$ cat src/rtl/rsg_sequence_arbiter.sv
// Round-robin arbiter that runs one shared READY/SET/GO phase sequence
// for the granted requester, then pulses done and releases the grant.
module rsg_sequence_arbiter #(
   parameter int N_REQ = 4,
   parameter int CNT_W = 8
) (
   input  logic             clk,
   input  logic             rstN,
   input  logic [N_REQ-1:0] req,
   input  logic             abort,
   input  logic [CNT_W-1:0] ready_cycles,
   input  logic [CNT_W-1:0] set_cycles,
   input  logic [CNT_W-1:0] go_cycles,
   output logic [N_REQ-1:0] grant,
   output logic             get_ready,
   output logic             get_set,
   output logic             get_going,
   output logic             done,
   output logic             busy
);

   localparam int IDX_W = $clog2(N_REQ);

   typedef enum logic [2:0] {
      S_IDLE  = 3'b000,
      S_READY = 3'b001,
      S_SET   = 3'b011,
      S_GO    = 3'b111,
      S_DONE  = 3'b110
   } state_t;

   state_t             r_state;
   state_t             w_next;
   logic [N_REQ-1:0]   r_grant;
   logic [CNT_W-1:0]   r_cnt;
   logic [IDX_W-1:0]   r_ptr;
   logic [IDX_W-1:0]   r_gidx;
   logic [IDX_W-1:0]   w_idx [N_REQ];
   logic [IDX_W-1:0]   w_pick;
   logic [IDX_W-1:0]   w_nxt_ptr;
   logic               w_hit;
   logic               w_term;
   logic               w_exp;

   function automatic logic [CNT_W-1:0] f_dwell(input logic [CNT_W-1:0] c);
      return (c == '0) ? CNT_W'(1) : c;
   endfunction

   // Candidate indices in priority order, starting at the RR pointer
   always_comb begin
      for (int i = 0; i < N_REQ; i++) begin
         w_idx[i] = (int'(r_ptr) + i >= N_REQ) ?
                    IDX_W'(int'(r_ptr) + i - N_REQ) :
                    IDX_W'(int'(r_ptr) + i);
      end
   end

   always_comb begin
      w_hit  = 1'b0;
      w_pick = '0;
      for (int i = 0; i < N_REQ; i++) begin
         if (!w_hit && req[w_idx[i]]) begin
            w_hit  = 1'b1;
            w_pick = w_idx[i];
         end
      end
   end

   assign w_nxt_ptr = (r_gidx == IDX_W'(N_REQ - 1)) ? '0 : r_gidx + 1'b1;
   assign w_term    = abort | ~req[r_gidx];
   assign w_exp     = (r_cnt == CNT_W'(1));

   always_comb begin
      w_next = state_t'(3'bxxx);
      case (r_state)
         S_IDLE:  w_next = w_hit ? S_READY : S_IDLE;
         S_READY: w_next = w_term ? S_IDLE : (w_exp ? S_SET  : S_READY);
         S_SET:   w_next = w_term ? S_IDLE : (w_exp ? S_GO   : S_SET);
         S_GO:    w_next = w_term ? S_IDLE : (w_exp ? S_DONE : S_GO);
         S_DONE:  w_next = S_IDLE;
         default: ;
      endcase
   end

   always_ff @(posedge clk or negedge rstN) begin
      if (!rstN) r_state <= S_IDLE;
      else       r_state <= w_next;
   end

   always_ff @(posedge clk or negedge rstN) begin
      if (!rstN) begin
         r_grant <= '0;
         r_cnt   <= '0;
         r_ptr   <= '0;
         r_gidx  <= '0;
      end else begin
         case (r_state)
            S_IDLE: begin
               if (w_hit) begin
                  r_grant <= {{(N_REQ-1){1'b0}}, 1'b1} << w_pick;
                  r_gidx  <= w_pick;
                  r_cnt   <= f_dwell(ready_cycles);
               end
            end
            S_READY, S_SET, S_GO: begin
               if (w_term) begin
                  r_grant <= '0;
                  r_ptr   <= w_nxt_ptr;
                  r_cnt   <= '0;
               end else if (w_exp) begin
                  // Next phase config is sampled only on entry
                  if (r_state == S_READY)    r_cnt <= f_dwell(set_cycles);
                  else if (r_state == S_SET) r_cnt <= f_dwell(go_cycles);
                  else                       r_cnt <= '0;
               end else begin
                  r_cnt <= r_cnt - CNT_W'(1);
               end
            end
            S_DONE: begin
               r_grant <= '0;
               r_ptr   <= w_nxt_ptr;
            end
            default: begin
               r_grant <= '0;
               r_cnt   <= '0;
            end
         endcase
      end
   end

   assign grant     = r_grant;
   assign get_ready = (r_state == S_READY);
   assign get_set   = (r_state == S_SET);
   assign get_going = (r_state == S_GO);
   assign done      = (r_state == S_DONE);
   assign busy      = (r_state != S_IDLE);

endmodule

$ cat config.mk
export PLATFORM = sky130hd
export DESIGN_NAME = rsg_sequence_arbiter
export DESIGN_NICKNAME = d
export VERILOG_FILES = /design/src/rtl/rsg_sequence_arbiter.sv
export SDC_FILE = /design/constraint.sdc
export NUM_CORES = 1
export LEC_CHECK = 0
export BUFFER_PORTS_ARGS = -buffer_cell sky130_fd_sc_hd__buf_4
export CAP_MARGIN = 25
export CORE_ASPECT_RATIO = 0.6
export CORE_UTILIZATION = 54
export CTS_BUF_LIST = sky130_fd_sc_hd__clkbuf_4
export DETAILED_ROUTE_END_ITERATION = 8
export PLACE_DENSITY_LB_ADDON = 0.08
export SYNTH_ARGS = -nofsm -noshare
export SYNTH_HDL_FRONTEND = slang
export SYNTH_SLANG_ARGS = --single-unit
$ cat constraint.sdc
create_clock -name clk -period 2.19 [get_ports clk]
set_clock_uncertainty 0.15 [all_clocks]
set_input_delay 0.1095 -clock clk [delete_from_list [all_inputs] [get_ports clk]]
set_output_delay 0.1095 -clock clk [all_outputs]
set_load 0.01 [all_outputs]
# Yosys cells after proc, flatten, opt, wreduce, memory -nomap -nowiden
# Index checks and enable logic that the tools add are counted.
[word_totals]
register_bits = 19
inputBits = 31
out_inout_bits = 9
wordCells = 97
[classes]
n_addsub = 9
order_cmp = 9
n_eq_ne = 8
n_shift = 1
muxes = 45
bitwise_logic = 3
n_reduce_logical = 17
[ops]
columns = ["cell", "n"]
rows = [
  ["2-to-1 mux 8 bit", 8],
  ["logical NOT 8 bit", 3],
  ["2-to-1 mux 2 bit", 12],
  ["one-hot mux 8 bit (3 select lines)", 1],
  ["< comparator 2 x 3 -> 1 bit (second input constant)", 5],
  ["one-hot mux 3 bit (5 select lines)", 1],
  ["2-to-1 mux 1 bit", 11],
  ["binary-select mux 1 bit (select 2 bit)", 5],
  [">= comparator 3 bit (second input constant)", 3],
  ["2-to-1 mux 3 bit", 3],
  ["equality test 8 x 1 -> 1 bit (second input constant)", 1],
  ["2-to-1 mux 4 bit", 2],
  ["one-hot mux 4 bit (2 select lines)", 1],
  ["AND reduction 2 bit", 4],
  ["subtractor 2 x 1 -> 2 bit (second input constant)", 4],
  ["subtractor 8 x 1 -> 8 bit (second input constant)", 1],
  ["adder 2 x 2 -> 3 bit (second input constant)", 2],
  ["equality test 3 bit (second input constant)", 2],
  ["inequality test 2 bit (second input constant)", 2],
  ["one-hot mux 2 bit (2 select lines)", 1],
  ["<< shifter 1 x 2 -> 4 bit (first input constant)", 1],
  ["adder 2 x 1 -> 3 bit (second input constant)", 1],
  ["equality test 3 x 1 -> 1 bit (second input constant)", 1],
  ["equality test 3 x 2 -> 1 bit (second input constant)", 1],
  ["other kinds (11)", 16],
]

# Depth between registers and ports, before layout
# Gate-level depths: netlist of the first run.
[logic_depth]
depth_word = 17
mapped_depth = 8
mapped_depth_nobuf = 7

# Least setup slack after synthesis of the first run
# OpenSTA, ideal clock, no wires.
[synth_timing]
path_type = "reg-to-reg"
startpoint = "reg r_cnt[1]"
endpoint = "reg r_cnt[3]"
setup_ns = 0.084
arrival_time_ns = 1.530
required_time_ns = 1.956
path_slack_ns = 0.426
path_stages_with_launch = 9
n_path_buf = 1
period_less_slack_ns = 1.764
path_cell_list = "dfrtp_1 inv_1 ha_1 nor3b_2 nand2_1 buf_4 nor3_1 a21oi_1 o22ai_1"
[synth_between]
elab_chain_cells = 4
elab_cells_between_ends = 5
classes_between = "add/sub: 1; eq/ne: 1; mux: 3"
[synth_rtl]
columns = ["item", "line_no", "rtl"]
rows = [
  ["start, declared", "35", "logic [CNT_W-1:0] r_cnt;"],
  ["start signal, assigned", "102", "r_cnt <= f_dwell(ready_cycles);"],
  ["start signal, assigned", "112", "if (r_state == S_READY) r_cnt <= f_dwell(set_cycles);"],
  ["start signal, assigned", "113", "else if (r_state == S_SET) r_cnt <= f_dwell(go_cycles);"],
  ["subtractor 8 x 1 -> 8 bit / equality test 8 x 1 -> 1 bit (equally long branches)", "116, 71", ""],
  ["2-to-1 mux 8 bit (*)", "110", "end else if (w_exp) begin"],
  ["2-to-1 mux 8 bit (*)", "106", "if (w_term) begin"],
  ["one-hot mux 8 bit (3 select lines) (*)", "97", "case (r_state)"],
]
# Mark *: on every way between the ends. The rest lies on a longest branch, timed or not.
# A chain may end at the register's enable or synchronous reset.

# Worst setup path in the final report of the first run
# Same ends and word-level chain as after synthesis.

==> key figures, run 1 <==
Critical path
  • Element type at the critical path start: flip-flop
  • Maximum fanout count along the critical path: 10
  • Endpoint arrival time on the critical path: around 2.1 ns
  • Worst setup path category: flip-flop to flip-flop
  • Critical path data required time: around 2.3 ns
  • Element type at the critical path end: flip-flop

STA
  • Slew Limit Fails: 0
  • Final Hold Violating Endpoints: 0
  • Final worst-path cycle share: 0.9411
  • Minimum clock period after layout: 2.061 ns
  • Worst slack on hold paths: approximately 0.028 ns
  • RSZ-0062 raised after global routing: false
  • Relative slew slack: 0.6424
  • Maximum achievable frequency: between 0.4 and 0.5 GHz
  • Aggregate negative setup slack: 0 ns
  • Transition at the pin with the smallest max-transition slack: roughly 0.53 ns
  • Min setup slack post-route: around 0.13 ns
  • Number of setup violations in the final report: 0

Floorplanning
  • Width of the die: 69.93 µm
  • Effective utilization at floorplan: 0.5846
  • Core footprint: between 2000 and 3000 µm²
  • Number of primary I/O pins: 40
  • Count of standard-cell rows: 14
  • Full die area: between 2000 and 3000 µm²
  • Die Y-Extent: 42.76 µm

Power and ir drop
  • Clock network fraction of design power: 0.093
  • Part of the power in combinational logic: 0.560
  • Cell internal pwr: between 1 and 1.5 mW
  • Switching power share of the total: 0.4642
  • Reg power frac: 0.346
  • Total power density per cell area: between 1000 and 1500 nW/µm²
  • Power spent charging and discharging nets: 1.014 mW
  • IR drop worst, VDD: just over 0.6 mV
  • Total power draw: about 2.2 mW
  • Leakage power: ~0.84 nW

Placed design
  • Port Buf Inserts: 39
  • Setup slack after placement: between 0.2 and 0.3 ns
  • Placed Cells: between 200 and 250
  • Post-detailed-placement half-perimeter wirelength: around 3100 µm
  • Placed Instance Area: ~1800 µm²
  • RePlAce Congestion: about 1

Global routing
  • Total congestion overflow after global routing: 0
  • Wire length of the first global-routing pass: approximately 6700 µm
  • Gr usage total: 0.2915
  • Pin count of the biggest net entering global routing: 20
  • Antenna violations before repair: 0
  • Via count of the first global-routing pass: 1,375

CTS
  • Number of hold buffers added after CTS: 2
  • CTS tree: yes
  • Maximum level of the CTS H-tree: 1
  • Post-CTS setup repair buffer count: 0
  • Clk buf depth: 2
  • Clock insertion delay at the later pin of the skew report: between 0.3 and 0.4 ns
  • Count of cells resized by post-cts repair: 0
  • Master cell of the clock root buffer: sky130_fd_sc_hd__clkbuf_4
  • Number of buffers created by CTS: 3
  • Clock-pin slew of the registers on the worst-case setup and hold paths: 0.12 ns
  • CTS Sinks: 19

Final layout
  • Final-stage net count: ~250
  • Antenna cell count: 0
  • Fill cell count: roughly 200
  • Syn-to-layout area delta: 25.10%
  • Post-route core utilization: 0.7314
  • Final design instance area without fill: 1871 µm²
  • Layout Cells excl Fill: between 200 and 250
  • Layout cells sized above 1: 0.3286

Flow run
  • Max Cap Viol: 0

Drt
  • Routed Wire Length: around 4300 µm
  • Detail-routed net length per standard cell: ~18 µm
  • Via count normalized by instance count: around 6.4
  • DRC violations left: 0
  • Antenna-violating nets left: 0
  • Number of detailed-route iterations in the first pass: 6
  • DRC violation total after the first TritonRoute iteration: about 130
  • Via total after detailed routing: 1,537

Yosys
  • Synthesized-area fraction occupied by and/or/nand/nor cells: 0.2268
  • Dominant register cell in the synthesized netlist: sky130_fd_sc_hd__dfrtp_1
  • Synth Register Bits: 19
  • Synthesized-area fraction occupied by adder cells: 0.02510
  • Post-synthesis xor/xnor area fraction: 0.01757
  • Compound-gate portion of the synthesized area: 0.2469
  • YS warnings: 0
  • Async set or reset register ratio after synthesis: 1.000
  • Post-synth EDFFs: 0
  • Portion of synthesized cell area occupied by the leading cell type: 0.3180
  • Most instantiated library cell after synthesis: sky130_fd_sc_hd__nor2_1
  • Net count after synthesis: around 200
  • Combinational family with the most area after synthesis: compound AO/OA/AOI/OAI gates
  • Fraction of the yosys area taken by sequential cells: 0.3180
  • Mapped cell area: 1495 µm²
  • Top area cells in the synthesized netlist: sky130_fd_sc_hd__dfrtp_1 32%, sky130_fd_sc_hd__mux2_2 6.8%, sky130_fd_sc_hd__nor2_1 5.5%, sky130_fd_sc_hd__o22ai_1 4.2%, sky130_fd_sc_hd__mux2i_1 4.0%
  • Number of different library cells in the post-synthesis netlist: 44
  • Number of cells produced by synthesis: between 150 and 200
  • Cell type contributing the most total cell area after synthesis: sky130_fd_sc_hd__dfrtp_1
  • Most common library cells after synthesis: 22 x sky130_fd_sc_hd__nor2_1, 19 x sky130_fd_sc_hd__dfrtp_1, 12 x sky130_fd_sc_hd__nand2_1
  • Avg Inst Size Synth: a little under 9 µm²
  • Mux cell area share after synthesis: 0.1230

Status
  • Result of the run: finished clean

Min path
  • Worst min path class: input pin to flip-flop
==> cell type report <==
type                       count  area [µm²]  share of cell area
inverter                       7       26.28             0.01405
timing repair buffer          45       342.8              0.1833
clock buffer                   4       30.03             0.01605
multi-input combinational    135       955.9              0.5110
sequential                    19       475.5              0.2542
tap                           32       40.04             0.02140
==> per-layer routing <==
| metal | vias up | GRT usage | part of all wire |
|---|---|---|---|
| met3 | 7 | 0.09264 | 0.10 |
| met1 | 725 | 0.4279 | 0.48 |
| met5 | - | 0 | 0 |
| met4 | 0 | 0.06400 | 0.0075 |
| met2 | 87 | 0.4173 | 0.41 |
| li1 | 718 | - | - |
==> kinds of logic after synthesis <==
family          Yosys count
compound gates           55
xor+xnor                  3
fa+ha+maj                 3
buf+inv                  14
flops                    19
mux                      16
simple gates             58
==> power by group through the flow <==
stage	sequential, mW	clock, mW	combinational, mW
floorplan	0.671	0	0.861
finish	0.756	0.204	1.22
global route	0.771	0.216	1.32
detailed placement	0.745	0	1.18
global placement	0.735	0	1.15
CTS	0.740	0.203	1.20
==> worst max-delay path, cell delays in order, from the launching register on <==
cell and delay [ns]:
sky130_fd_sc_hd__dfrtp_1 0.46, sky130_fd_sc_hd__inv_1 0.11, sky130_fd_sc_hd__ha_1 0.17, sky130_fd_sc_hd__nor3b_2 0.23, sky130_fd_sc_hd__nand2_1 0.14, sky130_fd_sc_hd__buf_4 0.21, sky130_fd_sc_hd__nor3_1 0.27, sky130_fd_sc_hd__a21oi_1 0.10
sky130_fd_sc_hd__o22ai_1 0.15
==> sequential cells by signal, summed over array words and instances, names as in the netlist <==
| register | cells |
|---|---|
| r_cnt | 8 |
| grant | 4 |
| r_state | 3 |
| r_gidx | 2 |
| r_ptr | 2 |
==> cells in the final DEF, fill, tap and decap left out, types with 2 or more instances in the layout <==
cell type,n
sky130_fd_sc_hd__a21oi_1,11
sky130_fd_sc_hd__mux2_2,9
sky130_fd_sc_hd__a221o_1,2
sky130_fd_sc_hd__buf_4,43
sky130_fd_sc_hd__nand2_1,12
sky130_fd_sc_hd__or4_1,2
sky130_fd_sc_hd__o22ai_1,10
sky130_fd_sc_hd__clkbuf_4,4
sky130_fd_sc_hd__nor4_1,3
sky130_fd_sc_hd__o21ai_0,9
sky130_fd_sc_hd__mux2i_1,6
sky130_fd_sc_hd__xor2_1,3
sky130_fd_sc_hd__ha_1,3
sky130_fd_sc_hd__nor3_1,3
sky130_fd_sc_hd__a221oi_1,2
sky130_fd_sc_hd__nand3_1,2
sky130_fd_sc_hd__a22o_1,4
sky130_fd_sc_hd__dlygate4sd3_1,2
sky130_fd_sc_hd__nand3b_1,2
sky130_fd_sc_hd__nand2b_4,2
sky130_fd_sc_hd__inv_1,7
sky130_fd_sc_hd__a22oi_1,8
sky130_fd_sc_hd__nand2b_1,2
sky130_fd_sc_hd__dfrtp_1,19
sky130_fd_sc_hd__nor2_1,22
==> final timing paths <==
| path | cells past startpoint | slack [ns] | startpoint | end |
|---|---|---|---|---|
| max | 8 | 0.13 | r_cnt[1] | r_cnt[3] |
| min | 4 | 0.03 | ready_cycles[0] | r_cnt[0] |
| max reg2reg | 8 | 0.13 | r_cnt[1] | r_cnt[3] |
| min reg2reg | 1 | 0.37 | grant[0] | grant[0] |
| max in group asynchronous | 2 | 1.63 | rstN | grant[0] |
| min in group asynchronous | 2 | 0.05 | rstN | r_cnt[6] |
Note: power is estimated with default switching activity, not from simulation.
==> inputs of run 2 (changes only) <==
- CORE_UTILIZATION: 54 -> 52
- CTS_BUF_LIST: sky130_fd_sc_hd__clkbuf_4 -> unset
==> run 2 against run 1 <==
  * Sequential power is 2.6% lower
  * Power increased by 2.0%
  * Sequential cell count is the same
  * Register-to-register slack improved by 0.17 ns
  * Non-clock buffer count decreased by 1
  * Combinational power is essentially flat
  * Routed wire length shrank 1.5%
  * The flow now finishes with violations (DRC)
  * Critical path type unchanged
  * Global-route usage increased by 0.11 points
==> key figures, run 2 (synthesis results as in run 1) <==
CTS
  • Master cell of the clock root buffer: sky130_fd_sc_hd__clkbuf_8
  • Maximum level of the CTS H-tree: 1 (unchanged)
  • Number of buffers created by CTS: 3 (unchanged)
  • Number of hold buffers added after CTS: 1 (-1)
  • CTS Sinks: 19 (unchanged)
  • CTS tree: yes
  • Post-CTS setup repair buffer count: 0 (unchanged)
  • Clk buf depth: 2 (unchanged)
  • Clock insertion delay at the later pin of the skew report: 0.26 ns (-0.05 ns)
  • Clock-pin slew of the registers on the worst-case setup and hold paths: 0.08 ns (-0.04 ns)
  • Count of cells resized by post-cts repair: 0 (unchanged)

Critical path
  • Element type at the critical path end: flip-flop
  • Count of cells along the worst register-to-register path: 7 (-1)
  • Endpoint arrival time on the critical path: 1.89 ns (-0.25 ns)
  • Capturing element of the worst setup path: r_cnt[0]
  • Worst setup path category: flip-flop to flip-flop
  • Maximum fanout count along the critical path: 8 (-2)
  • Top Family by Delay on Critical Path: flip-flops
  • CP max-delay cell: sky130_fd_sc_hd__dfrtp_1
  • First element of the critical path: r_cnt[1]
  • Element type at the critical path start: flip-flop
  • End of the worst register-to-register path: r_cnt[0]
  • Critical path data required time: 2.19 ns (-0.08 ns)
  • Cells along the critical path: inv_1, ha_1, nor3b_2, nand2_1, buf_4, a21oi_2, a221o_1
  • Logic depth of the worst path, buffers included: 7 (-1)
  • Buf+Inv Stages, Crit Path: 2 (unchanged)
  • Critical R2R Launch: r_cnt[1]
  • Worst setup slack for register-to-register paths: 0.30 ns (+0.17 ns)
  • Slowest cell delay on critical path: 0.44 ns (-0.02 ns)

Global routing
  • Pin count of the biggest net entering global routing: 20 (unchanged)
  • Total congestion overflow after global routing: 0 (unchanged)
  • Via count of the first global-routing pass: 1,445 (+5.1%)
  • Wire length of the first global-routing pass: 6837 µm (+2.0%)
  • Gr usage total: 0.2926 (+0.001137)
  • Antenna violations before repair: 0 (unchanged)

Final layout
  • Reg with most FFs: r_cnt
  • Fill cell count: 198 (-2.0%)
  • Largest register FFs: 8 (unchanged)
  • Layout cells sized above 1: 0.3301 (+0.001572)
  • Final-stage net count: 244 (-0.41%)
  • Syn-to-layout area delta: 25.69%
  • Most common library cell in the layout ignoring fill and taps: sky130_fd_sc_hd__buf_4
  • Antenna cell count: 0 (unchanged)
  • Final design instance area without fill: 1879 µm² (+0.47%)
  • Layout Cells excl Fill: 241 (-0.41%)
  • Post-route core utilization: 0.7200 (-0.01137)
  • Commonest non-fill, non-tap cells in the layout: 43 x sky130_fd_sc_hd__buf_4, 22 x sky130_fd_sc_hd__nor2_1, 19 x sky130_fd_sc_hd__dfrtp_1

Floorplanning
  • Number of primary I/O pins: 40 (unchanged)
  • Count of standard-cell rows: 14 (unchanged)
  • Full die area: 3101 µm² (+3.7%)
  • Die Y-Extent: 43.54 µm (+1.8%)
  • Core footprint: 2610 µm² (+2.1%)
  • Width of the die: 71.23 µm (+1.9%)
  • Effective utilization at floorplan: 0.5729 (-0.01177)

Power and ir drop
  • Leakage power: 0.8415 nW (-0.10%)
  • IR drop worst, VDD: 0.6413 mV (+4.3%)
  • Total power draw: 2.228 mW (+2.0%)
  • Total power density per cell area: 1186 nW/µm² (+1.6%)

STA
  • Number of setup violations in the final report: 0 (unchanged)
  • Maximum achievable frequency: 0.5289 GHz (+9.0%)
  • RSZ-0062 raised after global routing: false
  • Relative slew slack: 0.6233 (-0.01912)
  • Final worst-path cycle share: 0.8633 (-0.07786)
  • Worst slack on hold paths: 0.03349 ns (+0.005936 ns)
  • Slew Limit Fails: 0 (unchanged)
  • Transition at the pin with the smallest max-transition slack: 0.5651 ns (+0.03066 ns)
  • Final Hold Violating Endpoints: 0 (unchanged)
  • Minimum clock period after layout: 1.891 ns (-0.1705 ns)
  • Aggregate negative setup slack: 0 ns (unchanged)
  • Min setup slack post-route: 0.2995 ns (+0.1705 ns)

Drt
  • Detail-routed net length per standard cell: 17.53 µm (-1.1%)
  • Via total after detailed routing: 1,529 (-0.52%)
  • Via count normalized by instance count: 6.344 (-0.11%)
  • Detailed route wirelength on metal2: 1689 µm (-4.3%)
  • Routed Wire Length: 4225 µm (-1.5%)
  • DRC violation total after the first TritonRoute iteration: 173 (+37%)
  • DRC violations left: 4 (+4)
  • Number of detailed-route iterations in the first pass: 8 (+2)
  • Antenna-violating nets left: 0 (unchanged)
  • Top metal layer carrying routed signals: met4
  • Routed metal-1 wirelength: 1944 µm (-5.2%)
  • Total met3 wirelength after detailed routing: 552 µm (+26%)

Placed design
  • Placed Cells: 236 (unchanged)
  • Placed Instance Area: 1821 µm² (unchanged)
  • Post-detailed-placement half-perimeter wirelength: 3290 µm (+5.4%)
  • Setup slack after placement: 0.3313 ns (+0.07821 ns)
  • RePlAce Congestion: 0.9374 (-7.8%)
  • Port Buf Inserts: 39 (unchanged)

Status
  • Result of the run: complete, but fails checks
  • Violations in the final reports: DRC

Min path
  • Worst min path class: input pin to flip-flop

Flow run
  • Max Cap Viol: 0 (unchanged)
## run 2: cell types whose count changed in the layout (fill, tap and decap cells not counted)
cell,previous run,this run
sky130_fd_sc_hd__clkbuf_4,4,0
sky130_fd_sc_hd__clkbuf_8,0,3
sky130_fd_sc_hd__dlygate4sd3_1,2,1
sky130_fd_sc_hd__clkinvlp_4,0,1
## run 2: worst reg2reg max path, delay by kind of cell, from the launching register on
family / cells / cell delay (ns)
DFF: 1 / 0.44
AOI/OAI and AO/OA: 2 / 0.37
and+or+nand+nor: 2 / 0.33
buffers and inverters: 2 / 0.29
adders and majority gates: 1 / 0.20
## run 2: worst min path at each step
stage,cells past startpoint,from,end,slack (ns)
2_1_floorplan,0,rstN,grant[0],-0.34
3_3_place_gp,1,rstN,r_cnt[6],-0.15
3_5_place_dp,1,rstN,r_cnt[5],-0.15
4_1_cts,4,abort,r_state[2],0.03
5_1_grt,4,abort,r_state[2],0.06
6_report,4,abort,r_state[2],0.03
## run 2: layer usage
| layer | track usage | vias to the layer above |
|---|---|---|
| met5 | 0 | - |
| met4 | 0.08400 | 0 |
| met3 | 0.1000 | 7 |
| met2 | 0.4171 | 103 |
| met1 | 0.4221 | 706 |
| li1 | - | 713 |
## run 2: power by group
| part | internal, mW | switching, mW | total (mW) |
|---|---|---|---|
| Sequential | 0.496 | 0.240 | 0.736 |
| Combinational | 0.590 | 0.645 | 1.24 |
| Clock | 0.129 | 0.129 | 0.257 |
## run 2: cell type report
cell class	count	area (µm²)	area share
timing repair buffer	44	332.8	0.1771
tap	32	40.04	0.02130
clock buffer	3	41.29	0.02197
multi-input combinational	135	955.9	0.5087
clock inverter	1	7.507	0.003995
inverter	7	26.28	0.01398
sequential	19	475.5	0.2530
==> inputs of run 3 (changes only) <==
- ABC_AREA: unset -> 1
- CORE_UTILIZATION: 52 -> 54
==> run 3 against run 2 <==
  * The flow now finishes without violations
  * Register-to-register slack worse by 0.07 ns
  * Via count up 23%
  * Largest cell class unchanged
  * Hold slack worse by 0.026 ns
  * Non-clock buffer count down 1
  * Critical path type unchanged
==> key figures, run 3 <==
Flow run
  • Max Cap Viol: 0 (unchanged)

Power and ir drop
  • Total power density per cell area: 1241 nW/µm² (+4.7%)
  • Cell internal pwr: 1.197 mW (-1.5%)
  • Reg power frac: 0.256 (-0.074)
  • Switching power share of the total: 0.5362 (+0.08136)
  • Leakage power: 1.158 nW (+38%)
  • Clock network fraction of design power: 0.101 (-0.014)
  • Power spent charging and discharging nets: 1.384 mW (+37%)
  • Part of the power in combinational logic: 0.643 (+0.089)
  • Total power draw: 2.581 mW (+16%)
  • IR drop worst, VDD: 0.8373 mV (+31%)

Floorplanning
  • Width of the die: 73.67 µm (+3.4%)
  • Effective utilization at floorplan: 0.5758 (+0.002891)
  • Full die area: 3315 µm² (+6.9%)
  • Die Y-Extent: 45 µm (+3.4%)
  • Core footprint: 2890 µm² (+11%)
  • Count of standard-cell rows: 15 (+1)
  • Number of primary I/O pins: 40 (unchanged)

Placed design
  • Port Buf Inserts: 39 (unchanged)
  • RePlAce Congestion: 0.9395 (+0.22%)
  • Post-detailed-placement half-perimeter wirelength: 3514 µm (+6.8%)

Yosys
  • Most common library cells after synthesis: 120 x sky130_fd_sc_hd__nand2_1, 32 x sky130_fd_sc_hd__nor2_1, 24 x sky130_fd_sc_hd__inv_1
  • Net count after synthesis: 311 (+54%)
  • Post-synth EDFFs: 0 (unchanged)
  • Cell type contributing the most total cell area after synthesis: sky130_fd_sc_hd__dfrtp_1
  • Fraction of the yosys area taken by sequential cells: 0.2857 (-0.03228)
  • YS warnings: 0 (unchanged)
  • Async set or reset register ratio after synthesis: 1.000 (unchanged)
  • Top area cells in the synthesized netlist: sky130_fd_sc_hd__dfrtp_1 29%, sky130_fd_sc_hd__nand2_1 27%, sky130_fd_sc_hd__nor2_1 7.2%, sky130_fd_sc_hd__nand3_1 6.9%, sky130_fd_sc_hd__inv_1 5.4%
  • Synth Register Bits: 19 (unchanged)
  • Number of cells produced by synthesis: 277 (+65%)
  • Number of different library cells in the post-synthesis netlist: 31 (-30%)
  • Mapped cell area: 1664 µm² (+11%)
  • Avg Inst Size Synth: 6.008 µm² (-32%)
  • Dominant register cell in the synthesized netlist: sky130_fd_sc_hd__dfrtp_1
  • Portion of synthesized cell area occupied by the leading cell type: 0.2857 (-0.03228)
  • Most instantiated library cell after synthesis: sky130_fd_sc_hd__nand2_1

Final layout
  • Antenna cell count: 0 (unchanged)
  • Syn-to-layout area delta: 24.96%
  • Final-stage net count: 356 (+46%)
  • Multi-input gate area: 1069 µm² (+12%)
  • Reg with most FFs: r_cnt
  • Commonest non-fill, non-tap cells in the layout: 120 x sky130_fd_sc_hd__nand2_1, 40 x sky130_fd_sc_hd__buf_4, 32 x sky130_fd_sc_hd__nor2_1
  • Layout cells sized above 1: 0.1963 (-0.1339)
  • Post-route core utilization: 0.7195 (about the same)
  • Fill cell count: 265 (+34%)
  • Sequential cell area: 475.5 µm² (unchanged)
  • Most common library cell in the layout ignoring fill and taps: sky130_fd_sc_hd__nand2_1
  • Largest register FFs: 8 (unchanged)

Critical path
  • Element type at the critical path start: flip-flop
  • Buf+Inv Stages, Crit Path: 2 (unchanged)
  • Slowest cell delay on critical path: 0.54 ns (+0.10 ns)
  • Cells along the critical path: inv_2, nand2_1, nand2_1, nand2_1, nand2_2, nor2_4, nand2_4, nor2_4, nand2_4, nand2_8, inv_4, nand2_1, nand2_1
  • Endpoint arrival time on the critical path: 1.98 ns (+0.09 ns)
  • Worst setup path category: flip-flop to flip-flop
  • Critical path data required time: 2.20 ns (about the same)
  • Maximum fanout count along the critical path: 11 (+3)
  • Element type at the critical path end: flip-flop
  • Top Family by Delay on Critical Path: simple AND/OR/NAND/NOR gates
  • Most Frequent Cell on Critical Path: sky130_fd_sc_hd__nand2_1
  • CP max-delay cell: sky130_fd_sc_hd__dfrtp_1

Drt
  • Number of detailed-route iterations in the first pass: 5 (-3)
  • Routed Wire Length: 4491 µm (+6.3%)
  • Via count normalized by instance count: 5.179 (-18%)
  • Via total after detailed routing: 1,880 (+23%)
  • Antenna-violating nets left: 0 (unchanged)
  • DRC violation total after the first TritonRoute iteration: 184 (+6.4%)
  • DRC violations left: 0 (-4)
  • Detail-routed net length per standard cell: 12.37 µm (-29%)

CTS
  • Clock insertion delay at the later pin of the skew report: 0.26 ns (about the same)
  • Number of buffers created by CTS: 3 (unchanged)
  • Count of cells resized by post-cts repair: 0 (unchanged)
  • CTS Sinks: 19 (unchanged)
  • Number of hold buffers added after CTS: 3 (+2)
  • Maximum level of the CTS H-tree: 1 (unchanged)
  • Clk buf depth: 2 (unchanged)
  • Post-CTS setup repair buffer count: 0 (unchanged)
  • Master cell of the clock root buffer: sky130_fd_sc_hd__clkbuf_8
  • CTS tree: yes
  • Clock-pin slew of the registers on the worst-case setup and hold paths: 0.08 ns (about the same)

STA
  • Transition at the pin with the smallest max-transition slack: 0.4612 ns (-0.1039 ns)
  • RSZ-0062 raised after global routing: false
  • Aggregate negative setup slack: 0 ns (unchanged)
  • Final Hold Violating Endpoints: 0 (unchanged)
  • Final worst-path cycle share: 0.8972 (+0.03390)
  • Relative slew slack: 0.6922 (+0.06893)
  • Minimum clock period after layout: 1.965 ns (+0.07424 ns)
  • Number of setup violations in the final report: 0 (unchanged)
  • Slew Limit Fails: 0 (unchanged)
  • Maximum achievable frequency: 0.5090 GHz (-3.8%)

Global routing
  • Peak-usage layer in the global routing report: met1
  • Gr usage total: 0.2954 (+0.002813)
  • Pin count of the biggest net entering global routing: 20 (unchanged)
  • GR met3 Demand/Resource: 0.06250 (-0.03750)
  • Antenna violations before repair: 0 (unchanged)
  • Grt met1 use: 0.4979 (+0.07584)
  • Met2 usage: 0.3743 (-0.04283)
  • Wire length of the first global-routing pass: 7210 µm (+5.5%)
  • Total congestion overflow after global routing: 0 (unchanged)
  • Via count of the first global-routing pass: 1,518 (+5.1%)

Min path
  • Worst min path class: input pin to flip-flop

Status
  • Result of the run: finished clean
==> run 3: changes by cell type in the layout (fill, tap and decap cells not counted), sizes merged, moves of 9 or more <==
| cell | delta |
|---|---|
| nor2 | +14 |
| inv | +20 |
| mux2 | -9 |
| nand2 | +117 |
| nand3 | +23 |
| o22ai | -10 |
==> run 3: final cells by class <==
class,instances,share of cell area
multi-input combinational,228,0.5138
sequential,19,0.2286
timing repair buffer,43,0.1588
inverter,27,0.04994
tap,42,0.02527
clock buffer,3,0.01986
clock inverter,1,0.003610
==> run 3: metrics by stage <==
| stage | hold slack [ns] | instance area [µm²] | worst slack (ns) | instances |
|---|---|---|---|---|
| 6_report | 0.007971 | 2079 | 0.2252 | 363 |
| 5_1_grt | 0.04538 | 2079 | 0.06463 | 363 |
| 4_1_cts | 0.003535 | 2079 | 0.2486 | 363 |
| 3_5_place_dp | -0.1451 | 2001 | 0.2666 | 356 |
| 3_3_place_gp | -0.1467 | 2001 | 0.3413 | 356 |
| 2_1_floorplan | -0.3361 | 1664 | 0.5531 | 277 |
==> run 3: metal layers <==
layer  part of all wire  vias up
met5                  0        -
met4             0.0051        0
met3               0.10        4
met2               0.35       83
met1               0.54      828
li1                   -      965
==> run 3: power groups by stage <==
| stage | Sequential (mW) | Combinational [mW] | Clock (mW) |
|---|---|---|---|
| finish | 0.660 | 1.66 | 0.261 |
| detailed placement | 0.658 | 1.61 | 0 |
| floorplan | 0.603 | 1.26 | 0 |
| CTS | 0.652 | 1.63 | 0.267 |
| global route | 0.681 | 1.89 | 0.277 |
| global placement | 0.655 | 1.58 | 0 |
==> run 3: worst reg2reg max path, cell delays in order, from the launching register on <==
cell	delay (ns)
sky130_fd_sc_hd__dfrtp_1	0.54
sky130_fd_sc_hd__inv_2	0.14
sky130_fd_sc_hd__nand2_1	0.08
sky130_fd_sc_hd__nand2_1	0.08
sky130_fd_sc_hd__nand2_1	0.10
sky130_fd_sc_hd__nand2_2	0.07
sky130_fd_sc_hd__nor2_4	0.15
sky130_fd_sc_hd__nand2_4	0.08
sky130_fd_sc_hd__nor2_4	0.11
sky130_fd_sc_hd__nand2_4	0.08
sky130_fd_sc_hd__nand2_8	0.11
sky130_fd_sc_hd__inv_4	0.06
sky130_fd_sc_hd__nand2_1	0.06
sky130_fd_sc_hd__nand2_1	0.05
==> run 3: logic make-up after synthesis <==
family          Yosys count  synth area share
compound gates           27           0.09174
xor+xnor                  2           0.01053
fa+ha+maj                 3           0.02256
buf+inv                  30           0.07218
flops                    19            0.2857
simple gates            196            0.5173
==> run 3: worst paths after layout <==
path	slack (ns)	cells past startpoint	start	to
max	0.23	13	r_ptr[0]	r_cnt[2]
min	0.008	4	abort	r_state[2]
max reg2reg	0.23	13	r_ptr[0]	r_cnt[2]
min reg2reg	0.34	2	grant[3]	grant[3]
max in group asynchronous	1.57	2	rstN	r_gidx[1]
min in group asynchronous	0.10	2	rstN	r_state[1]
